File: config.mk
export PLATFORM = sky130hd
export DESIGN_NAME = midi_out_sched
export DESIGN_NICKNAME = d
export VERILOG_FILES = /design/src/rtl/midi_out_sched.sv
export SDC_FILE = /design/constraint.sdc
export NUM_CORES = 1
export LEC_CHECK = 0
export ABC_CLOCK_PERIOD_IN_PS = 4050
export BUFFER_PORTS_ARGS = -buffer_cell sky130_fd_sc_hd__buf_2
export CAP_MARGIN = 20
export CORE_MARGIN = 8
export CORE_UTILIZATION = 45
export CTS_CLUSTER_SIZE = 14
export DETAILED_ROUTE_END_ITERATION = 16
export PLACE_DENSITY = 0.76
export SLEW_MARGIN = 25
export SYNTH_ARGS = -nofsm -noshare
export SYNTH_HDL_FRONTEND = slang
export SYNTH_SLANG_ARGS = --single-unit
File: constraint.sdc
create_clock -name baud_clk -period 4.05 [get_ports baud_clk]
set_input_delay 1.215 -clock baud_clk [delete_from_list [all_inputs] [get_ports baud_clk]]
set_output_delay 1.215 -clock baud_clk [all_outputs]
set_load 0.05 [all_outputs]
File: src/rtl/midi_out_sched.sv
// midi_out_sched: round-robin whole-message MIDI scheduler feeding one byte serializer; running status via MIDI_RUNNING_STATUS_EN
module midi_out_sched #(
    parameter int NUM_REQ    = 2,
    parameter int RS_REFRESH = 3000
) (
    input  logic                   baud_clk,
    input  logic                   rst,
    input  logic [NUM_REQ-1:0]     req_valid,
    output logic [NUM_REQ-1:0]     req_ready,
    input  logic [8*NUM_REQ-1:0]   req_status,
    input  logic [8*NUM_REQ-1:0]   req_data1,
    input  logic [8*NUM_REQ-1:0]   req_data2,
    input  logic [2*NUM_REQ-1:0]   req_bytes,
    output logic [7:0]             tx_byte,
    output logic                   tx_valid,
    input  logic                   tx_ready,
    output logic                   busy,
    output logic [2:0]             grant_idx
);
    typedef enum logic [1:0] {IDLE, SEND_ST, SEND_D1, SEND_D2} state_t;
    state_t     r_state, w_next;
    logic [2:0] r_ptr, r_grant, w_win;
    logic       w_any, w_accept, w_skip;
    logic [7:0] r_tx_byte, r_d1, r_d2, w_tx_byte, w_st, w_d1, w_d2;
    logic [1:0] r_bytes, w_bytes;

    // first valid requester after the last grant, wrapping
    always_comb begin
        w_win = '0;
        w_any = 1'b0;
        for (int k = NUM_REQ; k >= 1; k--) begin
            if (req_valid[(int'(r_ptr) + k) % NUM_REQ]) begin
                w_win = 3'((int'(r_ptr) + k) % NUM_REQ);
                w_any = 1'b1;
            end
        end
    end

    assign w_st      = req_status[8*int'(w_win) +: 8];
    assign w_d1      = req_data1[8*int'(w_win) +: 8];
    assign w_d2      = req_data2[8*int'(w_win) +: 8];
    assign w_bytes   = req_bytes[2*int'(w_win) +: 2];
    assign w_accept  = (r_state == IDLE) && w_any;
    assign req_ready = w_accept ? NUM_REQ'(1) << w_win : '0;
    assign tx_valid  = (r_state != IDLE);
    assign busy      = (r_state != IDLE);
    assign tx_byte   = r_tx_byte;
    assign grant_idx = r_grant;

`ifdef MIDI_RUNNING_STATUS_EN
    localparam int CW = $clog2(RS_REFRESH + 1);
    logic [7:0]    r_last;
    logic          r_rs_vld, w_voice;
    logic [CW-1:0] r_idle_cnt;

    assign w_voice = (w_st >= 8'h80) && (w_st <= 8'hEF);
    assign w_skip  = w_voice && r_rs_vld && (w_st == r_last) && (w_bytes >= 2'd2);

    // last voice status seen; only meaningful while r_rs_vld is set, so it needs no reset
    always_ff @(posedge baud_clk) begin
        if (w_accept && w_bytes != 2'd0 && w_voice)
            r_last <= w_st;
    end

    // running-status validity: set by voice, cleared by system common or a long idle gap
    always_ff @(posedge baud_clk or negedge rst) begin
        if (!rst) begin
            r_rs_vld   <= 1'b0;
            r_idle_cnt <= '0;
        end else if (r_state != IDLE || w_accept) begin
            r_idle_cnt <= '0;
            if (w_accept && w_bytes != 2'd0) begin
                if (w_voice)
                    r_rs_vld <= 1'b1;
                else if (w_st[7:3] == 5'b11110)
                    r_rs_vld <= 1'b0;
            end
        end else begin
            if (r_idle_cnt != CW'(RS_REFRESH))
                r_idle_cnt <= r_idle_cnt + 1'b1;
            if (r_idle_cnt >= CW'(RS_REFRESH - 1))
                r_rs_vld <= 1'b0;
        end
    end
`else
    assign w_skip = (RS_REFRESH < 0);
`endif

    // next state and the byte to present after this edge
    always_comb begin
        w_next    = r_state;
        w_tx_byte = r_tx_byte;
        case (r_state)
            IDLE: begin
                if (w_accept && w_bytes != 2'd0) begin
                    w_next    = w_skip ? SEND_D1 : SEND_ST;
                    w_tx_byte = w_skip ? w_d1 : w_st;
                end
            end
            SEND_ST: begin
                if (tx_ready) begin
                    w_next    = (r_bytes >= 2'd2) ? SEND_D1 : IDLE;
                    w_tx_byte = r_d1;
                end
            end
            SEND_D1: begin
                if (tx_ready) begin
                    w_next    = (r_bytes == 2'd3) ? SEND_D2 : IDLE;
                    w_tx_byte = r_d2;
                end
            end
            SEND_D2: begin
                if (tx_ready)
                    w_next = IDLE;
            end
            default: w_next = IDLE;
        endcase
    end

    // state register; reset abandons any message in flight
    always_ff @(posedge baud_clk or negedge rst) begin
        if (!rst)
            r_state <= IDLE;
        else
            r_state <= w_next;
    end

    // message latch, output byte and round-robin pointer
    always_ff @(posedge baud_clk or negedge rst) begin
        if (!rst) begin
            r_tx_byte <= 8'h00;
            r_ptr     <= 3'(NUM_REQ - 1);
            r_grant   <= 3'd0;
            r_d1      <= 8'h00;
            r_d2      <= 8'h00;
            r_bytes   <= 2'd0;
        end else begin
            r_tx_byte <= w_tx_byte;
            if (w_accept) begin
                r_ptr   <= w_win;
                r_grant <= w_win;
                r_d1    <= w_d1;
                r_d2    <= w_d2;
                r_bytes <= w_bytes;
            end
        end
    end
endmodule
---- Word level (Yosys, flattened, before mapping) ----
Cells that the tools add are included.
cells by class
  add/subtract/negate cells ............... 2
  magnitude comparators ................... 3
  equal/unequal tests ..................... 8
  shifts and indexed selects .............. 5
  muxes and demuxes ....................... 22
  bitwise gates (word level) .............. 2
  reductions and logical operators ........ 8
operator list
  operator                                                                       number
  16-bit by 7-bit indexed part select with 8-bit output                          3
  8-bit two-way mux                                                              3
  8-bit case mux with 3 select lines                                             1
  2-bit two-way mux                                                              7
  1-bit two-way mux                                                              8
  2-bit case mux with 4 select lines                                             1
  4-bit AND reduction                                                            2
  2-bit equality test (second input constant)                                    3
  2-bit by 3-bit less-than comparator with 1-bit output (second input constant)  2
  3-bit two-way mux                                                              2
  2-bit inequality test (second input constant)                                  3
  4-bit by 5-bit indexed part select with 2-bit output                           1
  2-bit nonzero test                                                             2
  3-bit nonzero test                                                             1
  1-bit by 3-bit << shifter with 2-bit output (first input constant)             1
  1-bit adder (second input constant)                                            2
  1-bit AND (first input constant)                                               2
  2-bit by 1-bit equality test with 1-bit output (second input constant)         1
  2-bit >= comparator (second input constant)                                    1
  1-bit logical AND                                                              2
  2-bit logical NOT                                                              1
  2-bit by 1-bit inequality test with 1-bit output (second input constant)       1
storage, ports and cells
  register bits ........................... 32
  input bits .............................. 57
  output and inout port bits .............. 15
  logic and storage cells ................. 57

---- Longest topological paths before layout ----
Gate-level depths: netlist of run 1.
  word-level depth ........................ 12
  depth in mapped cells ................... 7
  depth with buffers taken out ............ 6

---- Worst setup path before layout of run 1 ----
Ideal clock, no wire load.
  path type ............................... input-to-output
  start ................................... input port req_valid[1]
  end ..................................... output port req_ready[0]
  arrival time ............................ 2.354 ns
  data required time ...................... 2.835 ns
  setup slack ............................. 0.481 ns
  stages on the path ...................... 3
  path buffers ............................ 1
  path through ............................ a21boi_4 nor2_1 clkbuf_1
on the way
  word-level cells in the longest chain between the ends .. 7
  elaborated cells between the ends (all ways) .. 13
  those cells by class .................... shift: 1; mux: 11; reduce/logical: 1
RTL lines
  what                                                                              line    RTL
  from (decl)                                                                       8       input logic [NUM_REQ-1:0] req_valid,
  1-bit two-way mux (not written as such) (3 in series)                             32      if (req_valid[(int'(r_ptr) + k) % NUM_REQ]) begin
  3-bit two-way mux or 1-bit two-way mux (tied branches) (2 in series)              32
  1-bit by 3-bit << shifter with 2-bit output or 1-bit logical AND (tied branches)  44, 43
  2-bit two-way mux (*)                                                             44      assign req_ready = w_accept ? NUM_REQ'(1) << w_win : '0;
  to (decl)                                                                         9       output logic [NUM_REQ-1:0] req_ready,
Mark *: on every way between the ends. The rest lies on a longest branch, timed or not. The select of a mux whose other input is x is not followed.

---- Worst setup path after layout of run 1 ----
  start ................................... input port req_valid[0]
  end ..................................... output port req_ready[1]
The elaborated chain is that of the path after synthesis.

==> results.toml, run 1 <==
[worst_hold_path]
hp-start = "grant_idx[0]"
whs_path_depth = 1
hold_class = "reg2reg"
min_to = "grant_idx[0]"

[floorplanning]
num_rows = 22
die-area_mm2 = 0.005974
start_util = 0.4652
die_y_um = 77.29
fp.dieW_um = 77.29
core-area_mm2 = 0.003633
io_pins = 72

[cts]
cts_setup_buffers = 0
cts_tree = "yes"
cts_buffer_depth = 2
ctsHoldBuffers = 0
cts.repair.resized = 0
htreeDepth = 2
numCtsBuffers = 5
clkTransAtPathRegs_ns = 0.06
cts-root-buf = "clkbuf_8"
clkSinkCount = 30
clk_latency_ns = 0.29

[sta]
setup_viol = 0
rsz0062_at_grt = "false"
clock_skew_ns = 0.006610
tns_ns = 0
period_needed_ns = 3.357
max_slew_margin = 0.5502
drv_slew = 0
tightest_slew_ns = 0.6748
worst_hold_slack_ns = 0.4863
max_freq_ghz = 0.2979
fin_crit_sh = 0.8289
finalHoldViolations = 0
timing.final.ws_setup_ns = 0.6931

[critical_path]
critical_path.slowest_cell = "buf_2"
r2r_slack_ns = 1.92
critPathKind = "in2out"
crit_chain = "buf_2 -> a21bo_2 -> nor2_1 -> buf_2"
r2r-end = "tx_byte[6]"
worst_setup_path_start_kind = "primary input"
cp-end-kind = "output port"
crit_top_cell = "buf_2"
timing.rr.start = "r_state[0]"
cp_max_fo = 9
cp_data_required_time_ns = 2.83
r2r_cells = 5
arrival_ns = 2.14
cpPeakStageDelay_ns = 0.30

[flow_run]
max-cap-violations = 0

[global_routing]
grt_pass1_vias = 1606
grt_overflow = 0
grt_use_total = 0.1615
grt_start_max_net_pins = 31
antenna_found_initial = 0
grt_pass1_wl_mm = 7.769

[pwr]
p_total_mw = 2.039
leakage_nw = 1.064
power.density_mw_per_mm2 = 952.3
ir_drop_mv = 0.4175
p_seq_frac = 0.276
pwr-share-clk = 0.123
p_comb_frac = 0.601
p_int_mw = 1.078
switching_power_mw = 0.9607
power.share.switching = 0.4712

[placement]
place_area_mm2 = 0.002049
gp_congestion = 0.7906
dpl.hpwl_mm = 3.575
place_ws_ns = 0.7014
port_buffers = 69
numPlacedInstances = 278

[route]
num_vias = 1553
drc = 0
first_pass_iters = 4
routed_via_density = 5.430
dr.first_iter.drc_count = 86
wirelength_mm = 4.708
ant_nets = 0
wl_per_cell_um = 16.46

[final_layout]
drive_gt1_frac = 0.3908
mostFrequentLayoutCells = "buf_2 (69), nand2_1 (35), dfrtp_1 (29), nor3_1 (17), a32oi_1 (17)"
final_area_mm2 = 0.002141
antenna_cells = 0
syn_to_final_growth_pct = 26.65
nets = 300
layout_commonest_cell = "buf_2"
fin_util = 0.5892
final_cells = 286

[logic_synthesis]
synth_cells = 172
synth.distinct_cells = 29
ys_ff_latch = 30
avgSynthCellArea_um2 = 9.828
syn_area_mm2 = 0.001690
yosys_warnings = 0
seq_area_frac_synth = 0.4449

[status]
status = "finished, final reports clean"
[worst max-delay path: cells and delay by family]
family	cells	cell delay [ns]
AND/OR/NAND/NOR	1	0.19
AO/OA/AOI/OAI	1	0.29
buffers and inverters	2	0.44
[Yosys cell counts]
cell	n	area (um2)
a211oi_1	8	60.06
a21bo_2	1	10.01
a21boi_4	1	18.77
a21o_1	1	7.510
a21oi_1	2	10.01
a22oi_1	9	67.56
a311o_1	1	10.01
a31oi_1	3	18.77
a32oi_1	17	148.9
buf_1	2	7.510
buf_2	1	5.000
buf_4	3	22.52
buf_6	1	11.26
clkbuf_1	9	33.78
conb_1	1	3.750
dfrtp_1	29	725.7
dfstp_2	1	26.28
ha_1	6	75.07
inv_1	3	11.26
mux2_4	8	120.1
mux2i_1	2	20.02
nand2_1	35	131.4
nand2b_1	1	6.260
nor2_1	5	18.77
nor3_1	17	85.08
o211ai_1	1	7.510
o21ai_0	2	10.01
o21ai_2	1	8.760
or3b_2	1	8.760
[cell families (layout without fill, tap and decap cells)]
logic type,after synthesis,count (layout),synth area share
buf+inv,19,84,0.05403
mux,10,10,0.08290
compound gates,47,47,0.2235
fa+ha+maj,6,6,0.04441
other cells,1,2,0.002218
flops,30,30,0.4449
simple gates,59,59,0.1480
[state kept, by name (all words and copies together), names as in the netlist]
register	cells
grant_idx	1
r_state	2
tx_byte	8
r_d1	8
r_ptr	1
r_d2	8
r_bytes	2
[worst max path at each step]
| stage | slack (ns) | start | depth (start not counted) | to |
|---|---|---|---|---|
| 3_3_place_gp | 0.73 | req_valid[0] | 4 | req_ready[1] |
| 2_1_floorplan | 0.48 | req_valid[1] | 3 | req_ready[0] |
| 6_report | 0.69 | req_valid[0] | 4 | req_ready[1] |
| 5_1_grt | 0.66 | req_valid[0] | 4 | req_ready[1] |
| 4_1_cts | 0.70 | req_valid[0] | 4 | req_ready[1] |
| 3_5_place_dp | 0.70 | req_valid[0] | 4 | req_ready[1] |
[final cells by class]
class / instances / area [um2]
well taps: 48 / 60.06
repair buffers: 73 / 375.4
inverters: 3 / 11.26
fillers: 348 / 1493
flip-flops and latches: 30 / 752.0
clock buffers: 7 / 86.33
clock inverters: 1 / 5.005
multi-input cells: 124 / 850.8
[power groups by stage]
stage               combinational [mW]  sequential [mW]  clock [mW]
finish                            1.23            0.562       0.251
global route                      1.35            0.579       0.267
CTS                               1.24            0.561       0.257
detailed placement                1.23            0.564           0
global placement                  1.20            0.557           0
floorplan                        0.840            0.705           0
[layer usage]
metal,routed length [um],GRT usage,vias to the layer above
met3,315,0.05245,6
met5,0,0,-
met2,2212,0.2460,60
met4,85,0.07736,0
li1,-,-,765
met1,2095,0.1999,722
(Power assumes the default switching activity.)
==> run 2, diff against run 1 <==
Settings changed: ABC_AREA from default to 1, ABC_CLOCK_PERIOD_IN_PS 4050 to 3000, CORE_UTILIZATION 45 to 44.
Clock period 4.05 ns to 3 ns, I/O delays scaled along.
==> run 2 against run 1 <==
  * Combinational power hardly changed
  * Critical endpoint is now req_ready[0]
  * First-iteration DRC count is 23% lower
  * Final cell count grew 31%
  * Register-to-register slack worse by 0.71 ns
  * Largest cell class unchanged
==> results.toml, run 2 <==
[sta]
tightest_slew_ns = 0.6609
drv_slew = 0
clock_skew_ns = 0.006904
max_slew_margin = 0.5594
timing.final.ws_setup_ns = 0.2645
tns_ns = 0
max_freq_ghz = 0.3656
period_needed_ns = 2.736
finalHoldViolations = 0
rsz0062_at_grt = "false"
setup_viol = 0
fin_crit_sh = 0.9118

[cts]
cts_setup_buffers = 0
clk_latency_ns = 0.29
clkTransAtPathRegs_ns = 0.06
ctsHoldBuffers = 0
htreeDepth = 2
cts_tree = "yes"
numCtsBuffers = 5
cts-root-buf = "clkbuf_8"
cts_buffer_depth = 2
cts.repair.resized = 0
clkSinkCount = 30

[critical_path]
critical_path.slowest_cell = "buf_2"
crit_top_cell = "buf_2"
critPathKind = "in2out"
arrival_ns = 1.84
r2r_slack_ns = 1.21
cp-end-kind = "output port"
crit_chain = "buf_2 -> nor2_1 -> nor2_4 -> nand2_1 -> inv_2 -> buf_2"
cp_max_fo = 13
worst_setup_path_start_kind = "primary input"
cpPeakStageDelay_ns = 0.26
cp_data_required_time_ns = 2.10

[global_routing]
grt_start_max_net_pins = 31
grt_use_total = 0.1486
grt_overflow = 0
antenna_found_initial = 0
grt_pass1_wl_mm = 7.755
grt_pass1_vias = 1730

[logic_synthesis]
synth_area_leader_cell = "dfrtp_1"
seq_area_frac_synth = 0.4069
avgSynthCellArea_um2 = 7.191
syn_area_mm2 = 0.001848
post_synth_main_area_contributors = "dfrtp_1 (39%), nand2_1 (26%), nand3_1 (7.0%)"
yosys_warnings = 0
synth.most_common_cell = "nand2_1"
ys_ff_latch = 30
dominantRegCellSynth = "dfrtp_1"
yosysTopAreaCellShare = 0.3927
async_flop_share = 1.000
yosys-top-cells-count = "nand2_1 (128), dfrtp_1 (29), nand3_1 (26), inv_1 (15), nand4_1 (10)"
synth_cells = 257
synth_edf_count = 0
synth.distinct_cells = 24

[status]
status = "finished, final reports clean"

[floorplanning]
num_rows = 23
io_pins = 72
start_util = 0.4587
die_y_um = 80.81
fp.dieW_um = 80.81
core-area_mm2 = 0.004029
die-area_mm2 = 0.006529

[worst_hold_path]
hold_class = "reg2reg"

[route]
drc = 0
dr.first_iter.drc_count = 66
num_vias = 1731
wl_per_cell_um = 12.26
ant_nets = 0
first_pass_iters = 4
wirelength_mm = 4.597
routed_via_density = 4.616

[placement]
place_ws_ns = 0.2489
port_buffers = 69
dpl.hpwl_mm = 3.721
gp_congestion = 0.8314

[pwr]
ir_drop_mv = 0.3783
leakage_nw = 1.327
power.density_mw_per_mm2 = 991.1

[final_layout]
syn_to_final_growth_pct = 23.36
drive_gt1_frac = 0.2892
layout_commonest_cell = "nand2_1"
mostFrequentLayoutCells = "nand2_1 (128), buf_2 (69), dfrtp_1 (29), nand3_1 (26), inv_1 (15)"
antenna_cells = 0
nets = 387

[flow_run]
max-cap-violations = 0
-- run 2: cell count changes in the layout (fill, tap and decap cells not counted), sizes merged, moves of 2 or more --
cell,previous run,this run
a211oi,8,0
nand2,35,130
a32oi,17,0
a22oi,9,0
nor2,5,2
mux2i,2,0
a31oi,3,0
nand3,0,31
nand3b,0,8
mux2,8,0
nand4,0,10
nor3,17,1
inv,3,19
-- run 2: routing by layer --
metal  part of all wire  up-vias  GRT usage
li1                   -      942          -
met5                  0        -          0
met1               0.46      725     0.1796
met4              0.012        0    0.04286
met2               0.44       58     0.2382
met3              0.088        6    0.06071
-- run 2: logic make-up after synthesis --
group,count (synthesis),synth area share
adder cells (fa/ha/maj),6,0.04062
AND/OR/NAND/NOR,182,0.4414
other,1,0.002029
flip-flops,30,0.4069
buffers and inverters,33,0.09139
AO/OA/AOI/OAI,5,0.01760
-- run 2: power breakdown --
part	switching (mW)	internal [mW]
Combinational	0.847	0.365
Sequential	0.106	0.607
Clock	0.149	0.185
Total	1.10	1.16
-- run 2: final timing paths --
check | start | endpoint | cells past startpoint
max in group asynchronous | rst | r_d2[2] | 1
worst max register to register | r_ptr[0] | tx_byte[0] | 10
min in group asynchronous | rst | r_bytes[0] | 1
worst min register to register | tx_byte[6] | tx_byte[6] | 2
worst min-delay path | tx_byte[6] | tx_byte[6] | 2
worst max-delay path | req_valid[1] | req_ready[0] | 6
-- run 2: layout make-up --
class | count | area, um2
clock buffers | 7 | 86.33
multi-input cells | 195 | 930.9
clock inverters | 1 | 5.005
inverters | 20 | 75.07
well taps | 50 | 62.56
repair buffers | 72 | 367.9
flip-flops and latches | 30 | 752.0
fillers | 407 | 1749
-- run 2: per-stage QoR --
step	instance area [um2]	util	power (mW)	hold WS [ns]	cells
5_1_grt	2280	0.5658	2.455	0.4866	375
4_1_cts	2280	0.5658	2.289	0.4688	375
3_5_place_dp	2188	0.5432	1.942	0.4532	367
3_3_place_gp	2188	0.5432	1.918	0.4529	367
6_report	2280	0.5658	2.259	0.4625	375
2_1_floorplan	1852	-	1.692	0.4499	258
-- run 2: critical path, delay by kind of cell --
kind,cells,cell delay [ns]
buffers and inverters,3,0.57
AND/OR/NAND/NOR,3,0.37
